File: src/rtl/mul_pkg.sv
// rtl/mul_pkg.sv - shared constants, types and width helper for the shared multiplier
package mul_pkg;

    // Product width that holds the full signed product, including (-2^(W-1))^2
    function automatic int pw(input int w);
        return 2 * w;
    endfunction

    localparam int W       = 4;
    localparam int PW      = pw(W);
    localparam int NUM_REQ = 4;
    localparam int IDW     = $clog2(NUM_REQ);

    typedef logic signed [W-1:0]  operand_t;
    typedef logic signed [PW-1:0] product_t;

endpackage

File: src/rtl/mul_share_arb_if.sv
// rtl/mul_share_arb_if.sv - request and response bundle between issue units and the shared multiplier
interface mul_share_arb_if #(
    parameter int NUM_REQ = 4,
    parameter int W       = 4,
    parameter int IDW     = 2,
    parameter int PW      = 8
);
    logic [NUM_REQ-1:0]   req_valid;
    logic [NUM_REQ*W-1:0] req_a;
    logic [NUM_REQ*W-1:0] req_b;
    logic [NUM_REQ-1:0]   req_ready;
    logic                 rsp_valid;
    logic                 rsp_ready;
    logic signed [PW-1:0] rsp_p;
    logic [IDW-1:0]       rsp_id;

    // Issue units and the result consumer
    modport master (
        output req_valid, req_a, req_b, rsp_ready,
        input  req_ready, rsp_valid, rsp_p, rsp_id
    );

    // The arbiter in front of the shared multiplier
    modport slave (
        input  req_valid, req_a, req_b, rsp_ready,
        output req_ready, rsp_valid, rsp_p, rsp_id
    );
endinterface

File: src/rtl/mul_core_reg.sv
// rtl/mul_core_reg.sv - registered signed W x W multiplier, one cycle latency, enable gated
module mul_core_reg
    import mul_pkg::*;
#(
    parameter int W  = mul_pkg::W,
    parameter int PW = pw(W)
) (
    input  logic                 clk,
    input  logic                 rst_n,
    input  logic                 en,
    input  logic signed [W-1:0]  a_i,
    input  logic signed [W-1:0]  b_i,
    output logic signed [PW-1:0] p_o
);

    logic signed [PW-1:0] a_ext;
    logic signed [PW-1:0] b_ext;
    logic signed [PW-1:0] p_d;
    logic signed [PW-1:0] p_q;

    // Sign-extend both operands so the full-width product needs no truncation
    always_comb begin
        a_ext = {{(PW-W){a_i[W-1]}}, a_i};
        b_ext = {{(PW-W){b_i[W-1]}}, b_i};
        p_d   = a_ext * b_ext;
    end

    // Product register; holds while the pipeline is stalled
    always_ff @(posedge clk or negedge rst_n) begin
        if (!rst_n) begin
            p_q <= '0;
        end else if (en) begin
            p_q <= p_d;
        end
    end

    assign p_o = p_q;

endmodule

File: src/rtl/mul_share_arb.sv
// rtl/mul_share_arb.sv - round-robin sharing of one registered multiplier among several requesters
module mul_share_arb
    import mul_pkg::*;
#(
    parameter int NUM_REQ = mul_pkg::NUM_REQ,
    parameter int W       = mul_pkg::W,
    parameter int IDW     = $clog2(NUM_REQ),
    parameter int PW      = pw(W)
) (
    input  logic             clk,
    input  logic             rst_n,
    mul_share_arb_if.slave   bus,
    output logic             busy
);

    logic signed [W-1:0] a_arr [NUM_REQ];
    logic signed [W-1:0] b_arr [NUM_REQ];

    logic                stall;
    logic                adv;
    logic [IDW-1:0]      idx;
    logic [IDW-1:0]      gnt_id;
    logic                gnt_any;
    logic                accept;
    logic [NUM_REQ-1:0]  req_ready;

    logic [IDW-1:0]      rr_ptr_q,    rr_ptr_d;
    logic                s1_vld_q,    s1_vld_d;
    logic signed [W-1:0] s1_a_q,      s1_a_d;
    logic signed [W-1:0] s1_b_q,      s1_b_d;
    logic [IDW-1:0]      s1_id_q,     s1_id_d;
    logic                rsp_valid_q, rsp_valid_d;
    logic [IDW-1:0]      rsp_id_q,    rsp_id_d;
    logic signed [PW-1:0] prod;

    for (genvar gi = 0; gi < NUM_REQ; gi++) begin : g_unpack
        assign a_arr[gi] = bus.req_a[gi*W +: W];
        assign b_arr[gi] = bus.req_b[gi*W +: W];
    end

    // The whole pipeline moves together unless a finished product is waiting on the consumer
    always_comb begin
        stall = rsp_valid_q & ~bus.rsp_ready;
        adv   = ~stall;
    end

    // Round-robin scan from rr_ptr upward with wrap; first valid requester wins
    always_comb begin
        gnt_id  = '0;
        gnt_any = 1'b0;
        idx     = '0;
        for (int i = 0; i < NUM_REQ; i++) begin
            idx = IDW'((int'(rr_ptr_q) + i) % NUM_REQ);
            if (!gnt_any && bus.req_valid[idx]) begin
                gnt_any = 1'b1;
                gnt_id  = idx;
            end
        end
    end

    // One-hot ready; depends on rsp_ready only through adv, never on a requester's own ready
    always_comb begin
        req_ready = '0;
        if (adv && gnt_any) begin
            req_ready[gnt_id] = 1'b1;
        end
        accept = adv & gnt_any;
    end

    assign bus.req_ready = req_ready;

    // Next state for pointer, operand stage and response stage
    always_comb begin
        rr_ptr_d    = rr_ptr_q;
        s1_vld_d    = s1_vld_q;
        s1_a_d      = s1_a_q;
        s1_b_d      = s1_b_q;
        s1_id_d     = s1_id_q;
        rsp_valid_d = rsp_valid_q;
        rsp_id_d    = rsp_id_q;
        if (adv) begin
            s1_vld_d    = accept;
            rsp_valid_d = s1_vld_q;
            if (s1_vld_q) begin
                rsp_id_d = s1_id_q;
            end
            if (accept) begin
                s1_a_d   = a_arr[gnt_id];
                s1_b_d   = b_arr[gnt_id];
                s1_id_d  = gnt_id;
                rr_ptr_d = (gnt_id == IDW'(NUM_REQ - 1)) ? '0 : gnt_id + 1'b1;
            end
        end
    end

    // Pipeline and pointer registers; reset drops any in-flight operation
    always_ff @(posedge clk or negedge rst_n) begin
        if (!rst_n) begin
            rr_ptr_q    <= '0;
            s1_vld_q    <= 1'b0;
            s1_a_q      <= '0;
            s1_b_q      <= '0;
            s1_id_q     <= '0;
            rsp_valid_q <= 1'b0;
            rsp_id_q    <= '0;
        end else begin
            rr_ptr_q    <= rr_ptr_d;
            s1_vld_q    <= s1_vld_d;
            s1_a_q      <= s1_a_d;
            s1_b_q      <= s1_b_d;
            s1_id_q     <= s1_id_d;
            rsp_valid_q <= rsp_valid_d;
            rsp_id_q    <= rsp_id_d;
        end
    end

    // The single shared multiplier; its product register is the response data stage
    mul_core_reg #(
        .W  (W),
        .PW (PW)
    ) u_mul (
        .clk   (clk),
        .rst_n (rst_n),
        .en    (adv),
        .a_i   (s1_a_q),
        .b_i   (s1_b_q),
        .p_o   (prod)
    );

    assign bus.rsp_valid = rsp_valid_q;
    assign bus.rsp_id    = rsp_id_q;
    assign bus.rsp_p     = prod;
    assign busy          = s1_vld_q | rsp_valid_q;

endmodule

File: src/flat_wrapper.sv
// flat-port wrapper written by rule: the top's interface ports become plain ports
module mul_share_arb_flat import mul_pkg::*;
#(
    parameter int NUM_REQ = mul_pkg::NUM_REQ,
    parameter int W       = mul_pkg::W,
    parameter int IDW     = $clog2(NUM_REQ),
    parameter int PW      = pw(W)
)
  (clk, rst_n, busy, bus_req_valid, bus_req_a, bus_req_b, bus_rsp_ready, bus_req_ready, bus_rsp_valid, bus_rsp_p, bus_rsp_id);
  mul_share_arb_if #(.NUM_REQ(NUM_REQ), .W(W), .IDW(IDW), .PW(PW)) bus_i ();
  input  logic clk;
  input  logic rst_n;
  output logic busy;
  input wire logic [$bits(bus_i.req_valid)-1:0] bus_req_valid;
  input wire logic [$bits(bus_i.req_a)-1:0] bus_req_a;
  input wire logic [$bits(bus_i.req_b)-1:0] bus_req_b;
  input wire logic [$bits(bus_i.rsp_ready)-1:0] bus_rsp_ready;
  output wire logic [$bits(bus_i.req_ready)-1:0] bus_req_ready;
  output wire logic [$bits(bus_i.rsp_valid)-1:0] bus_rsp_valid;
  output wire logic [$bits(bus_i.rsp_p)-1:0] bus_rsp_p;
  output wire logic [$bits(bus_i.rsp_id)-1:0] bus_rsp_id;
  assign bus_i.req_valid = bus_req_valid;
  assign bus_i.req_a = bus_req_a;
  assign bus_i.req_b = bus_req_b;
  assign bus_i.rsp_ready = bus_rsp_ready;
  assign bus_req_ready = bus_i.req_ready;
  assign bus_rsp_valid = bus_i.rsp_valid;
  assign bus_rsp_p = bus_i.rsp_p;
  assign bus_rsp_id = bus_i.rsp_id;
  mul_share_arb #(.NUM_REQ(NUM_REQ), .W(W), .IDW(IDW), .PW(PW)) u_core (.clk(clk), .rst_n(rst_n), .bus(bus_i), .busy(busy));
endmodule
File: config.mk
export PLATFORM = sky130hd
export DESIGN_NAME = mul_share_arb_flat
export DESIGN_NICKNAME = d
export VERILOG_FILES = /design/src/rtl/mul_pkg.sv /design/src/rtl/mul_share_arb_if.sv /design/src/rtl/mul_core_reg.sv /design/src/rtl/mul_share_arb.sv /design/src/flat_wrapper.sv
export SDC_FILE = /design/constraint.sdc
export NUM_CORES = 1
export LEC_CHECK = 0
export ABC_AREA = 1
export CELL_PAD_IN_SITES_DETAIL_PLACEMENT = 1
export CELL_PAD_IN_SITES_GLOBAL_PLACEMENT = 1
export CORE_UTILIZATION = 32
export DETAILED_ROUTE_END_ITERATION = 10
export PLACE_DENSITY_LB_ADDON = 0.1
export SLEW_MARGIN = 20
export SYNTH_ARGS = -nofsm -noshare
export SYNTH_HDL_FRONTEND = slang
export SYNTH_HIERARCHICAL = 1
export SYNTH_SLANG_ARGS = --single-unit
File: constraint.sdc
create_clock -name clk -period 3.6 [get_ports clk]
set_input_delay 0.72 -clock clk [delete_from_list [all_inputs] [get_ports clk]]
set_output_delay 0.72 -clock clk [all_outputs]
set_load 0.01 [all_outputs]
# Word level (Yosys, flattened, before mapping)
# Index checks and enable logic that the tools add are counted.
word_totals:
  reg_bits: 24
  latch_bits: 0
  ramBits: 0
  mem_bits_ro: 0
  output_inout_bits: 16
  wordCells: 63
  n_memories: 0
classes:
  n_addsub: 4
  mul: 1
  div_mod_pow: 0
  n_lt_le_gt_ge: 7
  eq_ne: 1
  shift: 0
  n_mux: 26
  n_bitwise: 6
  n_reduce_logical: 10
ops:
  columns: ["operator", "n"]
  rows:
  - ["2-to-1 mux 4 bit", 5]
  - ["binary-select mux 4 bit (select 2 bit)", 2]
  - ["< comparator 2 x 3 -> 1 bit (second input constant)", 5]
  - ["2-to-1 mux 2 bit", 5]
  - ["2-to-1 mux 1 bit", 9]
  - ["binary-select mux 1 bit (select 2 bit)", 4]
  - ["multiplier 4 x 4 -> 8 bit", 1]
  - ["logical AND 1 bit", 5]
  - ["adder 2 x 1 -> 2 bit (second input constant)", 2]
  - ["adder 2 bit (second input constant)", 2]
  - ["AND reduction 2 bit", 2]
  - [">= comparator 3 bit (second input constant)", 1]
  - ["zero test 1 bit", 3]
  - ["inverter 2 -> 3 bit", 1]
  - ["AND 1 bit", 2]
  - ["demux 1 bit (select 2 bit)", 1]
  - ["equality test 2 bit (second input constant)", 1]
  - [">= comparator 2 x 1 -> 1 bit (second input constant)", 1]
  - ["inverter 1 bit", 2]
  - ["OR 1 bit", 1]

# Logic depth before layout (Yosys ltp)
logic_depth:
  ltp_word: 17
  ltp_mapped: 17
  ltp_nobuf: 17

# Hierarchy
# The synthesis kept the hierarchy.
modules_own_cells:
  columns: ["mod", "n_inst", "cells_each", "area_per_inst_um2", "seq_area_each_um2"]
  rows:
  - ["mul_share_arb", 1, 210, 1411.4, 400.4]
  - ["mul_core_reg", 1, 127, 938.4, 200.2]

# Least setup slack after synthesis
# No wires, ideal clock.
synth_path:
  kind: "reg-to-reg"
  start: "reg u_core.s1_a_q[0]"
  end: "reg u_core.u_mul.p_q[7], in the netlist u_core/u_mul/p_o[7]"
  setup_time_ps: 116
  arrival_ps: 3276
  t_required_ps: 3484
  slack_ps: 208
  stages_incl_launch_ff: 16
  path_buffers: 0
  synth_period_minus_slack_ps: 3392
  path_cell_list: "dfrtp_1 -> or2_2 -> fa_1 -> fa_1 -> fa_1 -> inv_1 -> ha_1 -> fa_1 -> nand3_2 -> nand3_1 -> nand2_1 -> nand2_1 -> nand2_1 -> nand2_1 -> nand2_1 -> nand2_1"
synth_via:
  elab_chain_cells: 1
synth_lines:
  columns: ["item", "line", "text"]
  rows:
  - ["from (decl)", "mul_share_arb.sv:29", "logic signed [W-1:0] s1_a_q, s1_a_d;"]
  - ["from (signal assigned)", "mul_share_arb.sv:101", "s1_a_q <= '0;"]
  - ["from (signal assigned)", "mul_share_arb.sv:109", "s1_a_q <= s1_a_d;"]
  - ["multiplier 4 x 4 -> 8 bit", "mul_core_reg.sv:25", "p_d = a_ext * b_ext;"]
  - ["to (signal assigned)", "mul_core_reg.sv:33", "p_q <= p_d;"]
  - ["to (decl)", "mul_core_reg.sv:19", "logic signed [PW-1:0] p_q;"]
# No other way between the ends.
# A chain may end at the register's enable or synchronous reset.

# Worst setup path in the final report
layout_path:
  start: "in bus_req_valid[1]"
  end: "out bus_req_ready[0]"
layout_via:
  elab_chain_cells: 17
  word_cells_on_any_way: 29
  cone_classes: "order compare (2); mux (19); reduce/logical (8)"
layout_lines:
  columns: ["item", "line", "text"]
  rows:
  - ["from (decl)", "flat_wrapper.sv:14", "input wire logic [$bits(bus_i.req_valid)-1:0] bus_req_valid;"]
  - ["binary-select mux 1 bit (select 2 bit)", "mul_share_arb.sv:54", "if (!gnt_any && bus.req_valid[idx]) begin"]
  - ["2-to-1 mux 1 bit (not written as such)", "mul_share_arb.sv:54", null]
  - ["2-to-1 mux 1 bit", "mul_share_arb.sv:54", null]
  - ["zero test 1 bit", "mul_share_arb.sv:54", null]
  - ["logical AND 1 bit", "mul_share_arb.sv:54", null]
  - ["2-to-1 mux 1 bit", "mul_share_arb.sv:54", null]
  - ["zero test 1 bit", "mul_share_arb.sv:54", null]
  - ["logical AND 1 bit", "mul_share_arb.sv:54", null]
  - ["2-to-1 mux 1 bit", "mul_share_arb.sv:54", null]
  - ["zero test 1 bit", "mul_share_arb.sv:54", null]
  - ["logical AND 1 bit", "mul_share_arb.sv:54", null]
  - ["2-to-1 mux 2 bit", "mul_share_arb.sv:54", null]
  - ["< comparator 2 x 3 -> 1 bit (not written as such) or >= comparator 2 x 1 -> 1 bit (tied branches)", "mul_share_arb.sv:65", "req_ready[gnt_id] = 1'b1;"]
  - ["logical AND 1 bit (not written as such)", "mul_share_arb.sv:65", null]
  - ["2-to-1 mux 1 bit (not written as such)", "mul_share_arb.sv:65", null]
  - ["demux 1 bit (select 2 bit)", null, null]
  - ["2-to-1 mux 4 bit (*)", "mul_share_arb.sv:64", "if (adv && gnt_any) begin"]
  - ["to (decl)", "flat_wrapper.sv:18", "output wire logic [$bits(bus_i.req_ready)-1:0] bus_req_ready;"]
# Every way passes the cells marked *; elsewhere a longest branch is shown, timed or not. The select of a mux whose other input is x is not followed.

==> impl_metrics.yaml <==
routing:
  viasPerCell: 4.51
  wirelength_um: 5640
  route.detailed.drc: 0
  drt_iter0_markers: 78
  ant_nets: 0
  wire_per_inst_um: 11.4
  dr.pass1.iters: 4
  dr_total_vias: 2229
setup_path:
  crit_path_max_fanout: 6
  critPathLaunchType: "input port"
  criticalPathCategory: "input port to primary output"
  critPathArrivalTime_ns: 2.72
  required_ns: 2.88
  rrSetupSlack_ns: 0.19
  startpoint: "bus_req_valid[1]"
  reg2reg_from: "u_core/s1_a_q[0]"
  cp-end-kind: "primary output"
die:
  die-area_um2: 7690
  die_w_um: 87.7
  top_level_ports: 55
  rows: 30
  initial_utilization: 0.338
  dieHeight_um: 87.7
  fp.coreArea_um2: 6940
synth:
  yosys_warnings: 6
  synthTopCellsByCount: "115 x nand2_1, 64 x inv_1, 24 x dfrtp_1"
  synth_flop_cell: "dfrtp_1"
  yosysSeqAreaShare: 0.256
  synthCells: 337
  yosysMostFrequentCell: "nand2_1"
  synth_area_per_cell_um2: 6.97
  syn-cell-area_um2: 2350
  synth_top_cell_by_area: "dfrtp_1"
  ys_async_sr_fraction: 1.00
  synth_top_area_frac: 0.256
  ys_types: 31
  synthTopCellsByArea: "dfrtp_1 26%, nand2_1 18%, inv_1 10%"
  synth_edf_count: 0
  synth_seq_cells: 24
  syn-num-nets: 398
grt:
  busiest_layer: "met2"
  grtUsageMet2: 0.307
  grt_antenna_before_repair: 0
  grt_pass1_vias: 2350
  grtUsageMet1: 0.200
  grt_start_max_net_pins: 25
  grt_overflow: 0
  grtUsageMet3: 0.00943
  grt_pass1_wl_um: 10100
  track_usage: 0.162
sta:
  setup_ws_ns: 0.157
  fin_crit_sh: 0.956
  relSlewSlack: 0.706
  setup_viol: 0
  finalClockSkew_ns: 0.00228
  tns_ns: 0
  period_minus_slack_ns: 3.44
  holdWs_ns: 0.477
  worstMarginPinSlew_ns: 0.441
  timing.fmax_mhz: 290
  grt_setup_unrepaired: "false"
  drv_slew: 0
  finalHoldViolCount: 0
placement:
  dp_hpwl_um: 4760
  portBuffers: 54
  place_congestion: 0.766
  dpl_cell_area_um2: 3030
  dpl_worst_slack_ns: 0.0358
final_layout:
  fin_area_um2: 3110
  diodes: 0
  syn_to_final_growth_pct: 32.4
  finalNetCount: 460
  drive_gt1_frac: 0.146
clock_tree:
  clk_path_buf_depth: 2
  cts_resized: 0
  cts_tree: "built"
  cts_hold_buf: 0
  clock-sinks: 24
  cts_buffers: 3
  cts_setup_buffers: 0
  clkLatencyLatePin_ns: 0.27
  cts_root_buf: "clkbuf_8"
  h-tree-depth: 1
  clkTransAtPathRegs_ns: 0.09
pwr:
  leakage_uw: 0.00177
  pwr-share-clk: 0.070
  net-switching-power_uw: 1780
  peakVddDrop_mv: 0.393
  pwr-share-seq: 0.153
  netSwitchingFraction: 0.515
  pwr-share-comb: 0.777
  p_per_area_nw_per_um2: 1110
  intPower_uw: 1670
worst_hold_path:
  hold_path_class: "flop to flop"
  worstHoldStart: "u_core/u_mul/p_o[4]"
status:
  status: "finished clean"
run:
  drv_cap: 0
-- state kept, by name (all words and copies together), names as in the netlist --
name and flops:
u_core/bus.rsp_id 2, u_core/bus.rsp_valid 1, u_core/rr_ptr_q 2, u_core/s1_a_q 4
u_core/s1_b_q 4, u_core/s1_id_q 2, u_core/s1_vld_q 1, u_core/u_mul/p_o 8
-- through the flow --
stage / power [µW] / utilization / instances
after detailed placement: 3280 / 0.436 / 490
after floorplan: 2520 / - / 337
final: 3450 / 0.448 / 494
after global placement: 3200 / 0.436 / 490
after global routing: 3880 / 0.448 / 494
after CTS: 3550 / 0.447 / 494
-- worst paths after layout --
check,endpoint,cells past startpoint
worst max-delay path,bus_req_ready[0],12
worst min-delay path,u_core/u_mul/p_o[4],2
worst max register to register,u_core/u_mul/p_o[7],15
worst min register to register,u_core/u_mul/p_o[4],2
max in group asynchronous,u_core/s1_id_q[0],2
min in group asynchronous,u_core/u_mul/p_o[7],2
-- cells by family after synthesis --
family                     Yosys count  synth area share
and+or+nand+nor                    190             0.398
buffers and inverters               82             0.150
DFF                                 24             0.256
adders and majority gates           22             0.146
AOI/OAI and AO/OA                   19            0.0506
-- layout by cell type (no fill, tap or decap), drive strengths merged, types with 9 or more instances in the layout --
cell / count
buf: 13
clkdlybuf4s50: 51
dfrtp: 24
fa: 9
ha: 13
inv: 72
nand2: 133
nand3: 27
nand4: 11
nor2: 15
o21ai: 9
-- power groups by stage --
stage	sequential, µW	clock (µW)	combinational, µW
2_1_floorplan	532	0	1990
3_3_place_gp	536	0	2670
3_5_place_dp	536	0	2750
4_1_cts	532	252	2760
5_1_grt	551	261	3070
6_report	528	243	2680
-- cell type report --
| type | instances | area [µm²] |
|---|---|---|
| clock buffer | 3 | 41.3 |
| clock inverter | 1 | 30.0 |
| fill | 900 | 3830 |
| inverter | 72 | 275 |
| multi-input combinational | 231 | 1400 |
| sequential | 24 | 601 |
| tap | 96 | 120 |
| timing repair buffer | 67 | 646 |
-- worst max-delay path, cell delays in order --
cell and delay [ns]:
clkdlybuf4s50_1 0.48, inv_1 0.06, nand2_1 0.08, nand3_1 0.09
nand2_1 0.12, inv_1 0.10, nand3_4 0.12, nand2_4 0.08
inv_2 0.10, nand2_1 0.08, nor2_1 0.13, clkdlybuf4s50_1 0.56
-- per-layer routing --
layer	wire (µm)	part of all wire
met1	2590	0.46
met2	2880	0.51
met3	104	0.018
met4	57	0.010
met5	0	0
No activity file was read; power rests on OpenSTA's default activity.
